<file path="config.mk">
export PLATFORM = sky130hd
export DESIGN_NAME = instruction_decode_stage
export DESIGN_NICKNAME = d
export VERILOG_FILES = /design/src/rtl/instruction_decode_stage.sv
export SDC_FILE = /design/constraint.sdc
export NUM_CORES = 2
export LEC_CHECK = 0
export CORE_MARGIN = 2
export CORE_UTILIZATION = 41
export CTS_BUF_LIST = sky130_fd_sc_hd__clkbuf_4 sky130_fd_sc_hd__clkbuf_8
export DETAILED_ROUTE_END_ITERATION = 16
export PLACE_DENSITY = 0.55
export SETUP_SLACK_MARGIN = 0.4
export SLEW_MARGIN = 40
export SYNTH_ARGS = -nofsm -noshare
export SYNTH_HDL_FRONTEND = slang
export SYNTH_SLANG_ARGS = --single-unit
</file>
<file path="constraint.sdc">
create_clock -name i_clk -period 4.3 [get_ports i_clk]
set_input_delay 0.645 -clock i_clk [delete_from_list [all_inputs] [get_ports i_clk]]
set_output_delay 0.645 -clock i_clk [all_outputs]
set_load 0.01 [all_outputs]
</file>
<file path="src/rtl/instruction_decode_stage.sv">
// -----------------------------------------------------------------------------
// instruction_decode_stage
//
// Purpose:
//   ID stage of a classic 5-stage MIPS-style pipeline. Holds the IF/ID
//   pipeline register, the 32x32 register file (with write-to-read bypass from
//   writeback), the immediate sign extender, jump-target formation and the
//   main control decoder.
//
// Ports:
//   i_clk            rising-edge clock
//   i_reset          asynchronous active-low reset
//   i_instruction    fetched instruction from IF
//   i_pc_increment   PC+4 from IF
//   i_stall          hold the IF/ID register
//   i_flush          replace the IF/ID contents with a bubble (beats stall)
//   i_wb_en/addr/data  register-file write port from WB
//   o_rs_data/o_rt_data  register read data (bypassed from WB)
//   o_imm_ext        sign-extended instr[15:0]
//   o_rs/o_rt/o_rd   register specifier fields
//   o_pc_increment   registered PC+4
//   o_jump_address   {pc_increment[31:28], instr[25:0], 2'b00}
//   o_branch .. o_reg_dst, o_alu_op   decoded control, zero for bubbles
//   o_valid          IF/ID holds a real instruction
// -----------------------------------------------------------------------------
module instruction_decode_stage #(
  parameter logic [31:0] NOP_WORD = 32'h0000_0000
) (
  input  logic        i_clk,
  input  logic        i_reset,
  input  logic [31:0] i_instruction,
  input  logic [31:0] i_pc_increment,
  input  logic        i_stall,
  input  logic        i_flush,
  input  logic        i_wb_en,
  input  logic [4:0]  i_wb_addr,
  input  logic [31:0] i_wb_data,
  output logic [31:0] o_rs_data,
  output logic [31:0] o_rt_data,
  output logic [31:0] o_imm_ext,
  output logic [4:0]  o_rs,
  output logic [4:0]  o_rt,
  output logic [4:0]  o_rd,
  output logic [31:0] o_pc_increment,
  output logic [31:0] o_jump_address,
  output logic        o_branch,
  output logic        o_jump,
  output logic        o_reg_write,
  output logic        o_mem_read,
  output logic        o_mem_write,
  output logic        o_mem_to_reg,
  output logic        o_alu_src,
  output logic        o_reg_dst,
  output logic [1:0]  o_alu_op,
  output logic        o_valid
);

  localparam logic [5:0] OP_RTYPE = 6'b000000;
  localparam logic [5:0] OP_LW    = 6'b100011;
  localparam logic [5:0] OP_SW    = 6'b101011;
  localparam logic [5:0] OP_BEQ   = 6'b000100;
  localparam logic [5:0] OP_ADDI  = 6'b001000;
  localparam logic [5:0] OP_J     = 6'b000010;

  logic [31:0] instr;
  logic [31:0] pc_increment;
  logic        valid;
  logic [31:0] regs [32];

  // Reset is level-sensitive on the outputs too, so the stage reads as all
  // zeros the instant reset drops, even if NOP_WORD is not zero.
  logic in_reset;
  assign in_reset = ~i_reset;

  // IF/ID pipeline register: flush beats stall beats load.
  always_ff @(posedge i_clk or negedge i_reset) begin
    if (!i_reset) begin
      instr        <= NOP_WORD;
      pc_increment <= 32'h0;
      valid        <= 1'b0;
    end else if (i_flush) begin
      instr        <= NOP_WORD;
      pc_increment <= 32'h0;
      valid        <= 1'b0;
    end else if (!i_stall) begin
      instr        <= i_instruction;
      pc_increment <= i_pc_increment;
      valid        <= 1'b1;
    end
  end

  // Register file. Writes are independent of stall so writeback is never lost
  // while decode is held; r0 is never written. Async reset aborts any write
  // in flight.
  always_ff @(posedge i_clk or negedge i_reset) begin
    if (!i_reset) begin
      for (int i = 0; i < 32; i++) begin
        regs[i] <= 32'h0;
      end
    end else if (i_wb_en && (i_wb_addr != 5'd0)) begin
      regs[i_wb_addr] <= i_wb_data;
    end
  end

  logic [4:0] rs;
  logic [4:0] rt;
  logic [4:0] rd;
  assign rs = instr[25:21];
  assign rt = instr[20:16];
  assign rd = instr[15:11];

  // Combinational reads with same-cycle bypass of the value being written
  // back, so a dependent instruction sitting in ID sees it without a stall.
  always_comb begin
    o_rs_data = 32'h0;
    o_rt_data = 32'h0;
    if (!in_reset) begin
      if (rs != 5'd0) begin
        o_rs_data = (i_wb_en && (i_wb_addr == rs)) ? i_wb_data : regs[rs];
      end
      if (rt != 5'd0) begin
        o_rt_data = (i_wb_en && (i_wb_addr == rt)) ? i_wb_data : regs[rt];
      end
    end
  end

  assign o_imm_ext      = in_reset ? 32'h0 : {{16{instr[15]}}, instr[15:0]};
  assign o_rs           = in_reset ? 5'd0 : rs;
  assign o_rt           = in_reset ? 5'd0 : rt;
  assign o_rd           = in_reset ? 5'd0 : rd;
  assign o_pc_increment = pc_increment;
  assign o_jump_address = in_reset ? 32'h0 : {pc_increment[31:28], instr[25:0], 2'b00};
  assign o_valid        = valid;

  // Main control decoder. Bubbles (valid=0) and unknown opcodes decode to all
  // zeros so nothing downstream has a side effect.
  always_comb begin
    o_reg_dst    = 1'b0;
    o_alu_src    = 1'b0;
    o_mem_to_reg = 1'b0;
    o_reg_write  = 1'b0;
    o_mem_read   = 1'b0;
    o_mem_write  = 1'b0;
    o_branch     = 1'b0;
    o_jump       = 1'b0;
    o_alu_op     = 2'b00;
    if (valid && !in_reset) begin
      unique case (instr[31:26])
        OP_RTYPE: begin
          o_reg_dst   = 1'b1;
          o_reg_write = 1'b1;
          o_alu_op    = 2'b10;
        end
        OP_LW: begin
          o_alu_src    = 1'b1;
          o_mem_to_reg = 1'b1;
          o_reg_write  = 1'b1;
          o_mem_read   = 1'b1;
        end
        OP_SW: begin
          o_alu_src   = 1'b1;
          o_mem_write = 1'b1;
        end
        OP_BEQ: begin
          o_branch = 1'b1;
          o_alu_op = 2'b01;
        end
        OP_ADDI: begin
          o_alu_src   = 1'b1;
          o_reg_write = 1'b1;
        end
        OP_J: begin
          o_jump = 1'b1;
        end
        default: begin
          o_reg_dst = 1'b0;
        end
      endcase
    end
  end

endmodule

</file>
==> flow_summary.ini <==
[run_status]
status = completed

[setup_path]
path_cells = buf_12 -> buf_12 -> buf_16 -> buf_6 -> buf_6 -> mux4_2 -> a22oi_2 -> nand3_1 -> o221a_1 -> buf_2
path_max_fanout = 8
criticalPathCategory = flip-flop to output port
r2r_start = instr[18]
required_ps = 3650
critPathLaunch = instr[21]
crit_family = buffers and inverters
rrSetupSlack_ps = 2850
endpoint_kind = output port
startpoint_type = flip-flop
slowest_stage = dfrtp_4
cp_num_buf_inv = 6
slowest_delay_ps = 520
crit_arrival_ps = 3490

[cells_and_area]
fill_cells = 12319
final_area_sq_um = 74760
multi_input_area_sq_um = 30790
nets = 4942
register_area_sq_um = 27290
final_layout_size_suffix_gt1_share_pct = 52.12
area_growth_pct = 26.32

[routing]
routed_wl_um = 228600
postRouteAntennaNets = 0
dr.first_iter.drc_count = 4200
routed_via_density = 6.220
vias = 42900
post_drt_wl_per_cell_um = 33.15
firstDrtPassIters = 5
drc_errors = 0

[clocking]
clkLatencyLatePin_ps = 910
clock-sinks = 1089
clk_pin_slew_ps = 60
cts_made_buffers = 197
htree_num_levels = 4
cts.path.max_buffers = 3
tritoncts = done
cts_root_buf = clkbuf_8

[grt]
grt_max_degree = 148
grtUsageTotal_pct = 30.60
grt_pass1_vias = 42676
antenna_found_initial = 13
grt_first_pass_wirelength_um = 323300
grt_overflow = 0

[min_path]
hold_path.class = input port to async pin

[timing]
setup_viol = 0
post-route-min-period_ps = 4135
slew_viol_final = 0
relSlewSlack_pct = 43.03
fmax_mhz = 241.8
tightest_slew_ps = 851.9
hold_viol = 0
period_share_pct = 96.16
hold_ws_ps = 153.2
setup-tns-final_ps = 0
fin_worst_skew_ps = 0
rsz0062_at_grt = yes

[synthesis]
ys_ff_latch = 1089
synth.largest_area_cell = dfrtp_1
yosysSeqAreaShare_pct = 46.05
async_flop_share_pct = 100.0
synth_cell_types = 48
synth-edff-count = 0
yosysTopAreaCellShare_pct = 46.05
synthFlopType = dfrtp_1
synth_cells = 4290
avgSynthCellArea_sq_um = 13.80
synthesis.area_sq_um = 59180
yosys-top-cells-area = dfrtp_1, mux2_2, mux4_2, mux2i_1, o22ai_1
yosysWarnings = 0

[floorplanning]
core_sq_um = 143500
die_h_um = 383.9
die-area_sq_um = 147400
die_w_um = 383.9
ios = 292
rows = 139
start_util_pct = 41.25

[placement]
place.gp.congestion = 0.8394
dp_hpwl_um = 133900
port_buffers = 289
placed_area_sq_um = 64800

[pwr]
power.density_nw_per_um2 = 418.9
power_uw = 31310
ir_worst_vdd_v = 0.0002947
cellLeakagePower_uw = 0.03127

[job]
maxCapViolCount = 0
cell families after synthesis:
logic type / Yosys count / share of synthesized area [%]
compound gates: 464 / 5.748
xor+xnor: 10 / 0.1480
buf+inv: 535 / 4.865
flops: 1089 / 46.05
mux: 1849 / 40.13
other cells: 1 / 0.006336
simple gates: 342 / 3.053
stage by stage:
stage          util [%]  cells  setup WS [ps]
2_1_floorplan         -   4291           1617
5_1_grt           52.10   6896          95.52
4_1_cts           50.92   6802          114.4
3_3_place_gp      45.12   6246          239.8
3_5_place_dp      45.16   6247          277.0
6_report          52.10   6897          165.0
state kept, by name (all words and copies together) (netlist names):
register	cells
o_pc_increment	32
instr	32
o_valid	1
regs	1024
cell usage in the layout (no fill, tap or decap), drive strengths merged, types with 2 or more instances in the layout:
cell type and instances:
nand3 32, clkdlybuf4s50 221, clkbuf 331, nand3b 5
nand2 21, a21oi 24, diode 7, mux4 320
buf 636, nand2b 7, bufbuf 6, dfrtp 1089
o22ai 150, mux2i 537, a31oi 3, o221ai 22
or2 3, o41a 2, inv 9, nor3b 7
nor3 70, nor2b 69, mux2 992, o221a 64
clkinvlp 9, nor2 87, o211ai 47, clkinv 16
xnor2 2, and2 34, conb 2, o21ai 54
nor4 3, a22oi 34, a211oi 64, xor2 8
metal layers:
metal | GRT usage (%) | share of wire (%) | vias to the layer above
li1 | - | - | 17420
met1 | 43.15 | 43 | 23108
met2 | 46.31 | 45 | 1924
met3 | 6.796 | 8.2 | 448
met4 | 11.13 | 3.9 | 0
met5 | 0 | 0 | -
synthesized netlist by cell type, types with 2 or more instances:
library cell  number
o211ai_1          47
buf_2            102
nand3b_1           5
nor2_4             4
a31oi_1            3
nand2b_1           7
nor3_1            70
or2_2              3
buf_6             40
buf_1             62
o221a_2            2
clkbuf_1         216
o21ai_0           53
buf_4            107
inv_1              3
xnor2_1            2
a21oi_1           24
and2_1            34
a211oi_1          58
mux4_2           320
clkbuf_4           2
nor3b_1            7
nor4_1             2
nor2b_1           69
mux2_2           977
buf_8              3
o22ai_1          150
nor2_1            82
o221ai_1          22
o41a_1             2
nand2_1           21
mux2i_1          537
mux2_1            15
dfrtp_1         1089
a22oi_1           34
nand3_1           31
a211oi_2           6
o221a_1           62
xor2_1             8
power by group:
| group | internal, uW | leakage [uW] | switching [uW] |
|---|---|---|---|
| Combinational | 4080 | 0.0151 | 3210 |
| Sequential | 12100 | 0.0140 | 1400 |
| Clock | 5840 | 0.00222 | 4670 |
what timing repair did:
item                       4_1_cts  5_1_grt
cloned                          37        8
pin swaps                      125      118
hold endpoints to repair       136        0
hold buffers                     1        0
gates resized for setup        593      217
buffers inserted               167       79
setup endpoints to repair       64       64
layout make-up:
cell class / instances / area share (%)
well taps: 1903 / 3.185
clock inverters: 32 / 0.3398
repair buffers: 878 / 13.48
clock buffers: 318 / 5.269
multi-input cells: 2667 / 41.18
inverters: 3 / 0.01506
diodes: 7 / 0.02343
flip-flops and latches: 1089 / 36.50
worst reg2reg max path, delay by kind of cell (launching register included):
kind / cells / cell delay, ps
simple gates: 1 / 50
mux: 1 / 120
buf+inv: 4 / 660
flops: 1 / 490
final timing paths:
path                                      endpoint  depth (start not counted)
worst max-delay path                 o_rs_data[16]                         10
worst min-delay path                     regs[494]                          2
worst max register to register           instr[18]                          6
worst min register to register           regs[997]                          0
max in group asynchronous                regs[530]                          6
min in group i_clk              o_pc_increment[14]                          2
Note: power is estimated with default switching activity, not from simulation.
